[src/rtl/conv33_output_arbiter.sv]
// Round-robin arbiter that merges N_LANES compute-lane streams into one output
// stream, framing PIX_PER_FRAME words per start pulse with out_last/frame_done.
module conv33_output_arbiter #(
  parameter int OUT_WIDTH     = 32,
  parameter int N_LANES       = 4,
  parameter int PIX_PER_FRAME = 676
) (
  input  logic                         clk,
  input  logic                         rst,
  input  logic                         start,
  input  logic [N_LANES-1:0]           lane_valid,
  input  logic [N_LANES*OUT_WIDTH-1:0] lane_data,
  output logic [N_LANES-1:0]           lane_ready,
  output logic                         out_valid,
  output logic [OUT_WIDTH-1:0]         out_data,
  output logic [2:0]                   out_lane,
  output logic                         out_last,
  input  logic                         out_ready,
  output logic                         frame_done,
  output logic                         busy
);

  typedef enum logic [1:0] {IDLE, RUN, DRAIN} state_t;

  localparam logic [15:0] LAST_CNT = 16'(PIX_PER_FRAME - 1);
  localparam logic [2:0]  RR_INIT  = 3'(N_LANES - 1);

  state_t                 state, state_nxt;
  logic [2:0]             rr_ptr;
  logic [15:0]            pix_cnt;
  logic [7:0]             valid_pad;
  logic [OUT_WIDTH-1:0]   lane_word [8];
  logic [2:0]             grant;
  logic                   grant_found;
  logic                   load_en;
  logic                   last_pix;
  logic                   drain_done;
  logic [7:0]             ready_pad;

  // Lanes are padded out to 8 so the 3-bit grant index always selects in range.
  assign valid_pad = 8'(lane_valid);

  for (genvar g = 0; g < 8; g++) begin : g_unpack
    if (g < N_LANES) begin : g_lane
      assign lane_word[g] = lane_data[g*OUT_WIDTH +: OUT_WIDTH];
    end else begin : g_pad
      assign lane_word[g] = '0;
    end
  end

  always_comb begin
    logic [2:0] idx;
    grant       = '0;
    grant_found = 1'b0;
    idx         = '0;
    for (int k = 1; k <= N_LANES; k++) begin
      idx = 3'((int'(rr_ptr) + k) % N_LANES);
      if (!grant_found && valid_pad[idx]) begin
        grant       = idx;
        grant_found = 1'b1;
      end
    end
  end

  // Reset gates the grant so no lane sees a handshake while rst is high.
  assign load_en    = !rst && (state == RUN) && grant_found && (!out_valid || out_ready);
  assign last_pix   = (pix_cnt == LAST_CNT);
  assign drain_done = (state == DRAIN) && out_valid && out_ready && out_last;
  assign ready_pad  = 8'b1 << grant;

  always_ff @(posedge clk) begin
    if (rst) state <= IDLE;
    else     state <= state_nxt;
  end

  always_comb begin
    state_nxt = state;
    case (state)
      IDLE:    if (start) state_nxt = RUN;
      RUN:     if (load_en && last_pix) state_nxt = DRAIN;
      DRAIN:   if (drain_done) state_nxt = IDLE;
      default: state_nxt = IDLE;
    endcase
  end

  always_comb begin
    busy       = (state != IDLE);
    lane_ready = '0;
    if (load_en) lane_ready = ready_pad[N_LANES-1:0];
  end

  always_ff @(posedge clk) begin
    if (rst) begin
      rr_ptr     <= RR_INIT;
      pix_cnt    <= '0;
      out_valid  <= 1'b0;
      out_last   <= 1'b0;
      out_data   <= '0;
      out_lane   <= '0;
      frame_done <= 1'b0;
    end else begin
      frame_done <= drain_done;
      if (load_en) begin
        out_data  <= lane_word[grant];
        out_lane  <= grant;
        out_valid <= 1'b1;
        out_last  <= last_pix;
        rr_ptr    <= grant;
        pix_cnt   <= last_pix ? 16'd0 : pix_cnt + 16'd1;
      end else if (out_valid && out_ready) begin
        out_valid <= 1'b0;
      end
    end
  end

endmodule

[config.mk]
export PLATFORM = sky130hd
export DESIGN_NAME = conv33_output_arbiter
export DESIGN_NICKNAME = d
export VERILOG_FILES = /design/src/rtl/conv33_output_arbiter.sv
export SDC_FILE = /design/constraint.sdc
export NUM_CORES = 1
export LEC_CHECK = 0
export ABC_CLOCK_PERIOD_IN_PS = 2390
export CAP_MARGIN = 10
export CELL_PAD_IN_SITES_DETAIL_PLACEMENT = 1
export CELL_PAD_IN_SITES_GLOBAL_PLACEMENT = 1
export CORE_MARGIN = 4
export CORE_UTILIZATION = 28
export CTS_BUF_LIST = sky130_fd_sc_hd__clkbuf_16
export CTS_CLUSTER_DIAMETER = 30
export DETAILED_ROUTE_END_ITERATION = 7
export PLACE_DENSITY = 0.78
export SLEW_MARGIN = 0
export SYNTH_ARGS = -nofsm -noshare
export SYNTH_HDL_FRONTEND = slang
export SYNTH_SLANG_ARGS = --single-unit
[constraint.sdc]
create_clock -name clk -period 2.39 [get_ports clk]
set_clock_uncertainty 0.15 [all_clocks]
set_input_delay 0.478 -clock clk [delete_from_list [all_inputs] [get_ports clk]]
set_output_delay 0.478 -clock clk [all_outputs]
set_load 0.05 [all_outputs]
# Word level (Yosys, flattened, before mapping)
# Cells that the tools add are included.
[op_classes] addsub=5 mul=0 div=0 n_lt_le_gt_ge=5 n_eq_ne=6 n_shift=1 muxes=27 bitwise=5 reduce_logical=25
[ops] operator="32-bit binary-select mux with 3-bit select" n=1
[ops] operator="32-bit 2-to-1 mux" n=2
[ops] operator="16-bit by 1-bit adder with 16-bit output, second input constant" n=1
[ops] operator="16-bit by 10-bit equality test with 1-bit output, second input constant" n=1
[ops] operator="3-bit by 4-bit less-than comparator with 1-bit output, second input constant" n=4
[ops] operator="16-bit 2-to-1 mux" n=1
[ops] operator="1-bit binary-select mux with 3-bit select" n=4
[ops] operator="3-bit 2-to-1 mux" n=4
[ops] operator="1-bit logical AND" n=11
[ops] operator="1-bit 2-to-1 mux" n=10
[ops] operator="2-bit OR reduction" n=4
[ops] operator="2-bit 2-to-1 mux" n=3
[ops] operator="2-bit case mux with 3 select lines" n=1
[ops] operator="1-bit logical NOT" n=5
[ops] operator="2-bit by 1-bit adder with 2-bit output, second input constant" n=2
[ops] operator="2-bit adder, second input constant" n=2
[ops] operator="1-bit bitwise AND, first input constant" n=4
[ops] operator="4-bit greater-or-equal comparator, second input constant" n=1
[ops] operator="4-bit 2-to-1 mux" n=1
[ops] operator="2-bit inequality test, second input constant" n=2
[ops] operator="3-bit NOT with 4-bit output" n=1
[ops] operator="2-bit nonzero test" n=2
[ops] operator="1-bit by 3-bit left shift with 4-bit output, first input constant" n=1
[ops] operator="3-bit AND reduction" n=1
[ops] operator="other kinds (5)" n=5
[word_totals] register_bits=58 latchBits=0 mem_bits_rw=0 romBits=0 output_inout_bits=43 word_cells=82 memories=0

# Logic depth before layout (Yosys ltp)
[depth] depth_word=20 depth_mapped=7

# Worst setup path before layout
# OpenSTA, ideal clock, no wires.
[synth_timing] kind="register to output" from="reg out_valid" to="out lane_ready[2]" t_arrival_ns=2.113 slack_ns=-0.351 path_stages_with_launch=7 path_buffers=2 path_cell_list="dfxtp_1 > nor2b_1 > nor4_4 > buf_6 > nand2_1 > buf_2 > nor2_1"
[synth_via] elab_chain_len=4
[synth_lines] element="start: declaration" line="14" rtl="output logic out_valid,"
[synth_lines] element="start signal: assignment" line="96" rtl="out_valid <= 1'b0;"
[synth_lines] element="start signal: assignment" line="106" rtl="out_valid <= 1'b1;"
[synth_lines] element="start signal: assignment" line="111" rtl="out_valid <= 1'b0;"
[synth_lines] element="1-bit logical NOT" line="66" rtl="assign load_en = !rst && (state == RUN) && grant_found && (!out_valid || out_ready);"
[synth_lines] element="1-bit logical OR" line="66"
[synth_lines] element="1-bit logical AND" line="66"
[synth_lines] element="4-bit 2-to-1 mux" line="89" rtl="if (load_en) lane_ready = ready_pad[N_LANES-1:0];"
[synth_lines] element="end: declaration" line="13" rtl="output logic [N_LANES-1:0] lane_ready,"
# No other way between the ends.

# Worst setup path after layout
[layout_timing] from="in lane_valid[3]" to="out lane_ready[1]"
[layout_via] elab_chain_len=15 word_cells_on_any_way=26 cone_classes="1 x shift; 17 x mux; 8 x reduce/logical"
[layout_lines] element="start: declaration" line="11" rtl="input logic [N_LANES-1:0] lane_valid,"
[layout_lines] element="1-bit binary-select mux with 3-bit select" line="58" rtl="if (!grant_found && valid_pad[idx]) begin"
[layout_lines] element="1-bit 2-to-1 mux (implied by the code)" line="58"
[layout_lines] element="1-bit 2-to-1 mux" line="58"
[layout_lines] element="1-bit logical NOT" line="58"
[layout_lines] element="1-bit logical AND" line="58"
[layout_lines] element="1-bit 2-to-1 mux" line="58"
[layout_lines] element="1-bit logical NOT" line="58"
[layout_lines] element="1-bit logical AND" line="58"
[layout_lines] element="1-bit 2-to-1 mux" line="58"
[layout_lines] element="1-bit logical NOT" line="58"
[layout_lines] element="1-bit logical AND" line="58"
[layout_lines] element="1-bit 2-to-1 mux" line="58"
[layout_lines] element="1-bit logical AND (2 in a row)" line="66"
[layout_lines] element="4-bit 2-to-1 mux *" line="89"
# Every way passes the cells marked *; elsewhere a longest branch is shown, timed or not. The select of a mux whose other input is x is not followed.

==> metrics.yaml <==
pwr:
  leakage_power_figure_nw: 2.27
  powerDensity_mw_per_mm2: 604
  ir_drop_v: 0.000357
layout:
  final_layout_size_suffix_gt1_frac: 0.151
  fillers: 1387
  nets: 733
  area_delta_synth_final_pct: 74.7
  antenna_cells_inserted: 0
  fin_util: 0.499
yosys:
  most_used_flip_flop_cell_after_synthesis: "sky130_fd_sc_hd__dfxtp_1"
  ffs_w_async_s_r_synth: 0
  ys_warn_count: 0
  syn-num-nets: 543
  synthCells: 406
  yosys.area.top_type: "sky130_fd_sc_hd__dfxtp_1"
  synth-seq-area-share: 0.333
  synth_cell_types: 45
  synth.top_cell.area_share: 0.333
  syn-cell-area_mm2: 0.00343
  synth_edf_count: 0
  synth-seq-cells: 57
  synth_area_leaders: "sky130_fd_sc_hd__dfxtp_1 (33%), sky130_fd_sc_hd__mux2i_1 (9.6%), sky130_fd_sc_hd__a21o_1 (7.4%)"
  synth_area_per_cell_um2: 8.44
floorplanning:
  effective_utilization_at_floorplan: 0.285
  core_area_mm2: 0.0120
  fp-row-count: 40
  design.die.area_mm2: 0.0141
  chipHeight_um: 119
  top_level_ports: 179
  die_width_um: 119
clock_network:
  clk_transition_reported_paths_ns: 0.05
  ctsHtreeMaxLevel: 3
  number_of_buffers_added_by_the_clock_tree_synthesis_step: 9
  cts_buffer_depth: 2
  clockRootBuffer: "sky130_fd_sc_hd__clkbuf_16"
  tritoncts_clock_tree: "built"
  clkSinkCount: 57
  worstSkewPairLatency_ns: 0.33
grt:
  initial_antenna_violation_count: 0
  grt_max_degree: 33
  grtUsageTotal: 0.212
  grt_overflow_total: 0
  grt_pass1_vias: 4399
  global_route_wire_length_before_repair_um: 23800
drt:
  postRouteWirelength_um: 15100
  detail-route-antenna-nets: 0
  vias: 4055
  drc_markers: 0
  detail_route.iter0.violations: 341
  vias_per_cell: 5.42
  average_wire_length_per_cell_after_detail_routing_um: 20.1
  detail_route.first_pass.iterations: 4
flow_run:
  max_capacitance_violation_count: 0
critical_path:
  crit_path_end_kind: "primary output"
  max_stage_delay_ns: 0.27
  worst-endpoint-arrival_ns: 1.76
  worst-endpoint-required_ns: 1.76
  crit_type: "input port to primary output"
  path_cells: "dlygate4sd2_1 > nor2b_2 > o21a_1 > nor3_2 > buf_4 > nor2_4 > buf_12"
  cp_slowest_cell: "sky130_fd_sc_hd__dlygate4sd2_1"
  path_max_fanout: 4
  critical_path.startpoint_type: "input port"
hold_path:
  worstHoldPathType: "flop to flop"
sta:
  tightestPinTransition_ns: 0.565
  fmax_mhz: 419
  fin_setup_tns_ns: 0
  fin_crit_sh: 0.998
  fin_worst_hold_slack_ns: 0.322
  worst_case_headroom_to_the_max_slew_limit: 0.622
  report.final.setup_viol: 0
  final.min_clock_period_ns: 2.39
  finalHoldViolCount: 0
  final_slew_viol_count: 0
status:
  result_of_the_run: "finished, final reports clean"
placed_design:
  numPortBuffers: 177
  hpwl_um: 10900
  finalWeightedCongestion: 0.848
## worst max-delay path, delay by kind of cell
family / cells / cell delay [ns]
buffers and inverters: 3 / 0.63
AND/OR/NAND/NOR: 3 / 0.44
AO/OA/AOI/OAI: 1 / 0.20
## final cells by class
type	count	area, µm²	area share
Timing Repair Buffer	215	2110	0.352
Inverter	1	3.75	0.000627
Sequential cell	57	1140	0.191
Tap cell	147	184	0.0307
Multi-Input combinational cell	312	2230	0.372
Clock buffer	9	225	0.0376
Clock inverter	7	95.1	0.0159
## kinds of logic (layout without fill, tap and decap cells)
kind of cell,count (synthesis),after routing,synth area share
other,1,1,0.00109
flip-flops,57,57,0.333
XOR/XNOR,9,9,0.0230
adder cells (fa/ha/maj),1,1,0.00365
AO/OA/AOI/OAI,123,123,0.256
multiplexers,33,33,0.0964
buffers and inverters,37,232,0.0551
AND/OR/NAND/NOR,145,145,0.232
## metrics by stage
step	setup WS [ns]	cells	power [mW]	cell area, µm²
after floorplan	-0.127	406	1.69	3450
after global placement	-0.282	724	2.18	5560
after detailed placement	-0.343	724	2.20	5560
after CTS	0.0245	745	3.65	5970
after global routing	-0.0643	748	3.76	5990
final	0.00450	748	3.62	5990
## per-layer routing
metal / vias up / wire [µm] / global-route usage
li1: 1916 / - / -
met1: 1974 / 6210 / 0.245
met2: 136 / 7700 / 0.374
met3: 29 / 739 / 0.0493
met4: 0 / 422 / 0.0883
met5: - / 0 / 0
## timing repair
item                                    in CTS  in global routing
setup buffers                                5                  3
gates resized for setup                     23                  5
pin swaps                                    3                  4
hold buffers                                 0                  0
endpoints found under the setup margin       4                  4
## cells in the final DEF, fill, tap and decap left out, drive strengths merged, types with 5 or more instances in the layout
| cell | netlist | layout |
|---|---|---|
| nand3 | 10 | 10 |
| clkbuf | 22 | 11 |
| mux2i | 33 | 33 |
| o31ai | 32 | 32 |
| a21o | 34 | 34 |
| buf | 14 | 42 |
| nand2b | 5 | 5 |
| nor2 | 23 | 23 |
| xor2 | 7 | 7 |
| nand4 | 38 | 38 |
| clkdlybuf4s50 | 0 | 167 |
| o21ai | 10 | 10 |
| nor3 | 5 | 5 |
| a21oi | 10 | 10 |
| o211ai | 32 | 32 |
| nand2 | 40 | 40 |
| dfxtp | 57 | 57 |
## cells in the mapped netlist, types with 2 or more instances
| master | number |
|---|---|
| sky130_fd_sc_hd__nor2_1 | 22 |
| sky130_fd_sc_hd__dfxtp_1 | 57 |
| sky130_fd_sc_hd__o21a_1 | 3 |
| sky130_fd_sc_hd__nand2_2 | 2 |
| sky130_fd_sc_hd__and3_1 | 2 |
| sky130_fd_sc_hd__or2_2 | 2 |
| sky130_fd_sc_hd__o21ai_1 | 2 |
| sky130_fd_sc_hd__nand3_2 | 2 |
| sky130_fd_sc_hd__a21oi_1 | 10 |
| sky130_fd_sc_hd__buf_4 | 3 |
| sky130_fd_sc_hd__o31ai_1 | 32 |
| sky130_fd_sc_hd__clkbuf_1 | 22 |
| sky130_fd_sc_hd__nand4_1 | 38 |
| sky130_fd_sc_hd__nor2b_1 | 4 |
| sky130_fd_sc_hd__xnor2_1 | 2 |
| sky130_fd_sc_hd__o21ai_0 | 7 |
| sky130_fd_sc_hd__nand3_1 | 8 |
| sky130_fd_sc_hd__o211ai_1 | 32 |
| sky130_fd_sc_hd__nand2b_1 | 4 |
| sky130_fd_sc_hd__buf_2 | 7 |
| sky130_fd_sc_hd__xor2_1 | 7 |
| sky130_fd_sc_hd__nor3_1 | 5 |
| sky130_fd_sc_hd__nand2_1 | 38 |
| sky130_fd_sc_hd__buf_6 | 4 |
| sky130_fd_sc_hd__nor4b_1 | 3 |
| sky130_fd_sc_hd__mux2i_1 | 33 |
| sky130_fd_sc_hd__a21o_1 | 34 |
| sky130_fd_sc_hd__or3_1 | 4 |
## state kept, by name, indices dropped and copies added (netlist names)
| signal | count |
|---|---|
| frame_done | 1 |
| out_data | 32 |
| out_lane | 2 |
| out_last | 1 |
| out_valid | 1 |
| pix_cnt | 16 |
| rr_ptr | 2 |
| state | 2 |
## path summary, 6_finish.rpt
kind                            startpoint                        to  slack [ns]  depth (start not counted)
setup / recovery             lane_valid[3]             lane_ready[1]       0.005                          7
setup reg to reg     state[1]$_SDFFE_PP0P_   pix_cnt[4]$_SDFFE_PP0P_        0.18                          8
hold reg to reg   out_data[3]$_SDFFE_PP0P_  out_data[3]$_SDFFE_PP0P_        0.32                          2
hold / removal    out_data[3]$_SDFFE_PP0P_  out_data[3]$_SDFFE_PP0P_        0.32                          2
## where the power goes
part	internal (mW)	leakage (nW)	switching, mW
registers	1.02	0.465	0.0460
logic	0.530	1.66	0.620
clock network	0.909	0.144	0.491
total	2.46	2.27	1.16
No activity file was read; power rests on OpenSTA's default activity.
